`src/rtl/instr_fetch_pkg.sv`:
```
// Shared definitions for the fetch stage and the pipelined processor:
// instruction field layout, opcodes, bubble encoding and FSM states.
package instr_fetch_pkg;

    localparam logic [1:0] OP_ADD  = 2'b00;
    localparam logic [1:0] OP_SUB  = 2'b01;
    localparam logic [1:0] OP_LOAD = 2'b10;
    localparam logic [1:0] OP_HALT = 2'b11;

    localparam logic [7:0] INSTR_NOP = 8'h00;

    typedef enum logic [1:0] {
        ST_IDLE = 2'b00,
        ST_RUN  = 2'b01,
        ST_HALT = 2'b10
    } fetch_state_e;

    function automatic logic [1:0] opcode_of(input logic [7:0] word);
        return word[7:6];
    endfunction

    function automatic logic is_halt(input logic [7:0] word);
        return (opcode_of(word) == OP_HALT);
    endfunction

endpackage

```
`src/rtl/instr_fetch_if.sv`:
```
// Bus between the fetch stage and its controller/consumer: program loading,
// run control, and the fetched instruction stream with status.
interface instr_fetch_if #(
    parameter int AW = 4
);
    logic          prog_we;
    logic [AW-1:0] prog_addr;
    logic [7:0]    prog_data;
    logic          start;
    logic          stall;
    logic [7:0]    instr;
    logic [AW-1:0] pc;
    logic          busy;
    logic          halted;

    modport master (
        output prog_we, prog_addr, prog_data, start, stall,
        input  instr, pc, busy, halted
    );

    modport slave (
        input  prog_we, prog_addr, prog_data, start, stall,
        output instr, pc, busy, halted
    );
endinterface

```
`src/rtl/instr_fetch_prog_mem.sv`:
```
// Program memory: DEPTH x 8, one synchronous write port, one asynchronous
// read port. Contents are deliberately not reset.
module prog_mem #(
    parameter int DEPTH = 16,
    parameter int AW    = 4
) (
    input  logic          clk,
    input  logic          we,
    input  logic [AW-1:0] waddr,
    input  logic [7:0]    wdata,
    input  logic [AW-1:0] raddr,
    output logic [7:0]    rdata
);
    logic [7:0] mem_q [DEPTH];

    // Write port.
    always_ff @(posedge clk) begin
        if (we) begin
            mem_q[waddr] <= wdata;
        end
    end

    assign rdata = mem_q[raddr];

endmodule

```
`src/rtl/instr_fetch.sv`:
```
// Instruction fetch stage: IDLE/RUN/HALT controller, program counter and
// registered instruction output feeding the decode stage.
module instr_fetch
    import instr_fetch_pkg::*;
#(
    parameter int DEPTH = 16,
    parameter int AW    = 4
) (
    input  logic          clk,
    input  logic          rst,
    instr_fetch_if.slave  bus
);
    fetch_state_e  state_q, state_d;
    logic [AW-1:0] pc_q, pc_d;
    logic [7:0]    instr_q, instr_d;
    logic [7:0]    mem_rdata_s;
    logic          mem_we_s;

    // Loading is only allowed while the fetcher is not consuming the memory.
    assign mem_we_s = bus.prog_we && (state_q != ST_RUN);

    prog_mem #(
        .DEPTH (DEPTH),
        .AW    (AW)
    ) u_prog_mem (
        .clk   (clk),
        .we    (mem_we_s),
        .waddr (bus.prog_addr),
        .wdata (bus.prog_data),
        .raddr (pc_q),
        .rdata (mem_rdata_s)
    );

    // Next-state, next-PC and next-instruction logic.
    always_comb begin
        state_d = state_q;
        pc_d    = pc_q;
        instr_d = INSTR_NOP;
        case (state_q)
            ST_IDLE, ST_HALT: begin
                if (bus.start) begin
                    state_d = ST_RUN;
                    pc_d    = {AW{1'b0}};
                end else begin
                    state_d = state_q;
                end
            end
            ST_RUN: begin
                if (bus.stall) begin
                    instr_d = INSTR_NOP;
                end else if (is_halt(mem_rdata_s)) begin
                    // HALT word is swallowed; pc stays pointing at it.
                    state_d = ST_HALT;
                    instr_d = INSTR_NOP;
                end else begin
                    instr_d = mem_rdata_s;
                    pc_d    = pc_q + AW'(1);
                end
            end
            default: begin
                state_d = ST_IDLE;
                pc_d    = {AW{1'b0}};
                instr_d = INSTR_NOP;
            end
        endcase
    end

    // State, PC and output registers with synchronous reset.
    always_ff @(posedge clk) begin
        if (rst) begin
            state_q <= ST_IDLE;
            pc_q    <= {AW{1'b0}};
            instr_q <= INSTR_NOP;
        end else begin
            state_q <= state_d;
            pc_q    <= pc_d;
            instr_q <= instr_d;
        end
    end

    assign bus.instr  = instr_q;
    assign bus.pc     = pc_q;
    assign bus.busy   = (state_q == ST_RUN);
    assign bus.halted = (state_q == ST_HALT);

endmodule

```
`src/flat_wrapper.sv`:
```
// flat-port wrapper written by rule: the top's interface ports become plain ports
module instr_fetch_flat import instr_fetch_pkg::*;
#(
    parameter int DEPTH = 16,
    parameter int AW    = 4
)
  (clk, rst, bus_prog_we, bus_prog_addr, bus_prog_data, bus_start, bus_stall, bus_instr, bus_pc, bus_busy, bus_halted);
  instr_fetch_if #(.AW(AW)) bus_i ();
  input  logic clk;
  input  logic rst;
  input wire logic [$bits(bus_i.prog_we)-1:0] bus_prog_we;
  input wire logic [$bits(bus_i.prog_addr)-1:0] bus_prog_addr;
  input wire logic [$bits(bus_i.prog_data)-1:0] bus_prog_data;
  input wire logic [$bits(bus_i.start)-1:0] bus_start;
  input wire logic [$bits(bus_i.stall)-1:0] bus_stall;
  output wire logic [$bits(bus_i.instr)-1:0] bus_instr;
  output wire logic [$bits(bus_i.pc)-1:0] bus_pc;
  output wire logic [$bits(bus_i.busy)-1:0] bus_busy;
  output wire logic [$bits(bus_i.halted)-1:0] bus_halted;
  assign bus_i.prog_we = bus_prog_we;
  assign bus_i.prog_addr = bus_prog_addr;
  assign bus_i.prog_data = bus_prog_data;
  assign bus_i.start = bus_start;
  assign bus_i.stall = bus_stall;
  assign bus_instr = bus_i.instr;
  assign bus_pc = bus_i.pc;
  assign bus_busy = bus_i.busy;
  assign bus_halted = bus_i.halted;
  instr_fetch #(.DEPTH(DEPTH), .AW(AW)) u_core (.clk(clk), .rst(rst), .bus(bus_i));
endmodule
```
`config.mk`:
```
export PLATFORM = sky130hd
export DESIGN_NAME = instr_fetch_flat
export DESIGN_NICKNAME = d
export VERILOG_FILES = /design/src/rtl/instr_fetch_pkg.sv /design/src/rtl/instr_fetch_if.sv /design/src/rtl/instr_fetch_prog_mem.sv /design/src/rtl/instr_fetch.sv /design/src/flat_wrapper.sv
export SDC_FILE = /design/constraint.sdc
export NUM_CORES = 1
export LEC_CHECK = 0
export BUFFER_PORTS_ARGS = -buffer_cell sky130_fd_sc_hd__buf_2
export CAP_MARGIN = 0
export CORE_ASPECT_RATIO = 0.6
export CORE_MARGIN = 2
export CORE_UTILIZATION = 32
export DETAILED_ROUTE_END_ITERATION = 10
export PLACE_DENSITY = 0.49
export SETUP_SLACK_MARGIN = 0.02
export SLEW_MARGIN = 10
export SYNTH_ARGS = -nofsm -noshare
export SYNTH_HDL_FRONTEND = slang
export SYNTH_SLANG_ARGS = --single-unit
```
`constraint.sdc`:
```
create_clock -name clk -period 2 [get_ports clk]
set_input_delay 0.1 -clock clk [delete_from_list [all_inputs] [get_ports clk]]
set_output_delay 0.1 -clock clk [all_outputs]
set_load 0.1 [all_outputs]
```
Yosys cells after proc, flatten, opt, wreduce, memory -nomap -nowiden:

Memory sizes are Yosys's and may differ from the RTL's. A register that Yosys moved wholly into a read port is not among the register bits.
Index checks and enable logic that the tools add are counted.

* register bits: 14
* bits in latches: 0
* memory bits (writable): 128
* memory bits (read-only): 0
* bits of input ports: 17
* output and inout port bits: 14
* word-level logic and storage cells: 32
* memories: 1

* $add $sub $neg: 1
* multiply operators: 0
* div/mod/pow operators: 0
* magnitude comparators: 0
* equality and inequality tests: 8
* shift operators: 0
* mux-type cells: 12
* bitwise logic cells: 1
* reduce and logical (&&, ||, !) cells: 6

Memories
* u_core.u_prog_mem.mem_q: depth 16, width 8, read ports 1, clocked after Yosys merged registers in 1, write ports 1, RTL line instr_fetch_prog_mem.sv:14 `logic [7:0] mem_q [DEPTH];`

Operators with widths (number)
* 2-to-1 mux 4 bit: 5
* one-hot mux 4 bit (2 select lines): 1
* 2-to-1 mux 2 bit: 3
* inequality test 2 bit (second input constant): 3
* AND reduction 3 bit: 2
* adder 4 x 1 -> 4 bit (second input constant): 1
* == test 2 bit (second input constant): 2
* inequality test 2 x 1 -> 1 bit (second input constant): 2
* one-hot mux 2 bit (2 select lines): 1
* OR reduction 4 bit: 1
* == test 2 x 1 -> 1 bit (second input constant): 1
* zero test 2 bit: 1
* 2-to-1 mux 1 bit: 2
* OR reduction 2 bit: 1
* logical AND 1 bit: 1
* NOT 1 bit: 1

Longest topological paths before layout:

* depth in word-level cells: 6
* depth in mapped cells: 7

By module:

Synthesis repeated with hierarchy kept, for this count alone.

* cells, all modules: 275
* area total of the unflattened synthesis: 5519.0 µm²

Modules (own cells, without submodules)
* prog_mem: instances 1, cells each 221, area an instance 4987.3 µm², seq. area each 3843.7 µm²
* instr_fetch: instances 1, cells each 54, area an instance 531.8 µm², seq. area each 280.3 µm²

Worst setup path after synthesis:

OpenSTA, ideal clock, no wires.

* path type: reg2reg
* start: register u_core.state_q[1]
* end: register with a tool-made name
* data arrival time: 2.015 ns
* required time: 1.878 ns
* slack: -0.137 ns
* cell stages (with the launch flop): 7
* period minus slack after synthesis: 2.137 ns
* cells stage by stage: dfxtp_1 > nand2b_1 > inv_1 > a21oi_1 > nand2_1 > a2111oi_4 > a311o_1

RTL lines
* start: declaration: RTL line instr_fetch.sv:13 `fetch_state_e state_q, state_d;`
* start signal: assignment: RTL line instr_fetch.sv:75 `state_q <= state_d;`

==> impl_results.md <==
- Status: complete, but fails checks
- Failing checks: setup timing
- Clock Skews: ~12 ps
- Vias in the first global route: between 3000 and 4000
- Number of hold violations in the final report: 0
- RSZ-0062 raised after global routing: true
- Initial cell density of the core: 0.330
- Post-placement cell area: ~6400 um2
- Crit share post-route: 1.03
- Required time of the worst setup path: approximately 2300 ps
- Final Worst Setup Slack: -56.0 ps
- Cell taking the most area after synthesis: edfxtp_1
- Worst-path cell chain: buf_12 -> mux4_2 -> nand2_4 -> and4_1 -> o21ai_1 -> a311o_1
- Post-placement setup slack: -86.3 ps
- Port-buffer cells: 30
- Number of distinct library cells after synthesis: 32
- Via density per instance: 5.00
- Number of antenna violations at the first check in global routing: 0
- Commonest non-fill, non-tap cells in the layout: edfxtp_1 (128), mux4_2 (37), buf_4 (33)
- Yosys top cell area share: 0.675
- Critical path data arrival time: 2350 ps
- Synthesized Nets: between 200 and 300
- Clock Tree Buf Depth: 2
- Crit path launch type: flop
- Post-layout instance area: 7190 um2
- Most common cell after layout, fill and taps aside: edfxtp_1
- Detailed-route wire length: 13.5 mm
- Mean area per synthesized cell: 20.5 um2
- Top-level I/O count: 31
- Synthesized flop and latch total: 146
- Number of DRC violations after detailed routing: 0
- Maximum Capacitance Violations: 0
- Die X: 176 um
- Met2 wire length: 5.33 mm
- Warning count from the yosys run: 0
- Post-synthesis instance area: 5700 um2
- Antenna diode count: 0
- Clock period minus final worst setup slack: between 2000 and 2500 ps
- Antenna Violating Nets Remaining: 0
- Cell at the slowest stage of the critical path: mux4_2
- Total power divided by cell area: 1150 nW/um2
- GRT Total Usage: 0.148
- Clock slew at the register clock pins of the worst setup and hold paths: 60 ps
- Clock tree from TritonCTS: done
- Number of rows created at floorplan: 37
- Final net count: 381
- Area inside the core boundary: 17300 um2
- Crit end category: flop
- Placed wire-length estimate after detailed placement: 8.92 mm
- Achievable frequency: around 500 MHz
- DR WL/cell: 22.2 um
- Largest net degree at the start of global routing: 30
- Final slew viol count: 0
- Iteration count of the initial detailed-routing pass: 4
- Maximum fanout encountered on the critical timing path: 5
- DRT met1 WL: 7.20 mm
- Clock buffers created by TritonCTS: 17
- Worst skew pair latency: 410 ps
- Vias after detailed routing: 3049
- Uppermost metal layer occupied by signal nets: met4
- Final number of setup-violating endpoints: 12
- Critical path class: flop to flop
- Total overflow reported by the global router: 0
- Total die area: 18900 um2
- Transition time at the pin with the least slew margin: 497 ps
- H-Tree Level Count: 4
- Part of the Yosys area used for sequential elements: 0.738
- Highest cell delay on the worst timing path: 560 ps
- Top post-synthesis cells by area: edfxtp_1 (67%), mux4_2 (13%), dfxtp_1 (6.3%)
- Worst min-delay path class: input port to flop
- Weighted congestion reported at the end of routability-driven placement: 0.797
- Largest voltage drop on the vdd net: approximately 550 uV
- First-pass GRT wire length: 19.6 mm
- Vertical extent of the die: 107 um
- Area growth syn-to-layout: 26.3%
- DR WL met3: 863 um
- TritonCTS Sinks: 146
- Buffer cell driving the clock tree root: clkbuf_16
- Share of post-route cells with drive strength above 1: 0.431
- Relative max-transition margin: 0.671
- Cell count after synthesis: approximately 280
- Leakage power: ~2.4 nW
- Power consumption: between 8 and 9 mW
- Number of DRC markers after the initial detailed-route iteration: 351
==> cell type report <==
type / count / area [um2]
Clock inverter: 7 / 51.3
Tap cell: 234 / 293
Multi-Input combinational cell: 121 / 1490
Timing Repair Buffer: 73 / 572
Fill cell: 1526 / 10100
Sequential cell: 146 / 4210
Clock buffer: 25 / 561
Inverter: 4 / 18.8
==> registers in the layout, indices dropped and copies added, names as in the netlist, named ones only <==
signal,count
u_core.bus.instr,8
u_core.bus.pc,4
u_core.state_q,2
u_core.u_prog_mem.mem_q,128
==> timing repair <==
item	4_1_cts	5_1_grt
setup buffers	4	3
endpoints found under the setup margin	14	16
pin swaps	9	1
hold buffers	2	0
gates resized for setup	25	5
cloned	1	2
hold endpoints to repair	2	0
==> per-layer routing <==
layer | track usage | vias up
li1 | - | 1330
met3 | 0.0381 | 16
met2 | 0.181 | 94
met5 | 0 | -
met4 | 0.0466 | 0
met1 | 0.246 | 1609
==> Yosys cell counts, drive strengths merged <==
cell,count
a2111oi,2
and4,2
nor2b,9
o21ai,1
a311o,4
o211ai,2
a311oi,1
ha,1
edfxtp,128
nand4b,1
nand3,3
inv,4
a21o,2
nand4,5
clkbuf,4
buf,5
nor3,6
nand2,12
mux4,38
nor2,17
nand2b,4
o31ai,1
or3,1
a21oi,5
and2,2
dfxtp,18
==> stage by stage <==
| stage | hold WS [ps] | util | setup TNS [ps] | cells |
|---|---|---|---|---|
| floorplan | 169 | - | 0 | 278 |
| global placement | 321 | 0.369 | -463 | 566 |
| detailed placement | 333 | 0.369 | -520 | 566 |
| CTS | 59.7 | 0.412 | -228 | 605 |
| global route | 78.2 | 0.417 | -1200 | 610 |
| finish | 66.1 | 0.417 | -338 | 610 |
==> power by group <==
| part | leakage (nW) | internal (mW) | total (mW) | switching (mW) |
|---|---|---|---|---|
| sequential | 1.30 | 3.38 | 3.44 | 0.0597 |
| clock | 0.307 | 1.97 | 3.20 | 1.23 |
| combinational | 0.784 | 0.838 | 1.66 | 0.820 |
| total | 2.39 | 6.19 | 8.30 | 2.11 |
==> cell families after synthesis <==
family | after synthesis | synth area share
flip-flops | 146 | 0.738
AND/OR/NAND/NOR | 62 | 0.0613
multiplexers | 38 | 0.154
AO/OA/AOI/OAI | 18 | 0.0301
buffers and inverters | 13 | 0.0143
adder cells (fa/ha/maj) | 1 | 0.00220
==> worst paths after layout <==
kind	from	end	slack, ps	cells past startpoint
worst min register to register	u_core.state_q[1]$_SDFFE_PP0P_	u_core.state_q[1]$_SDFFE_PP0P_	490	2
worst min-delay path	bus_stall	u_core.state_q[0]$_SDFFE_PP0P_	70	3
worst max-delay path	flop	flop	-60	6
worst max register to register	flop	flop	-60	6
==> worst max-delay path, delay by kind of cell, from the launching register on <==
family          cells  cell delay (ps)
compound gates      2              450
simple gates        2              370
mux                 1              560
buf+inv             1              150
flops               1              410
(Power assumes the default switching activity.)
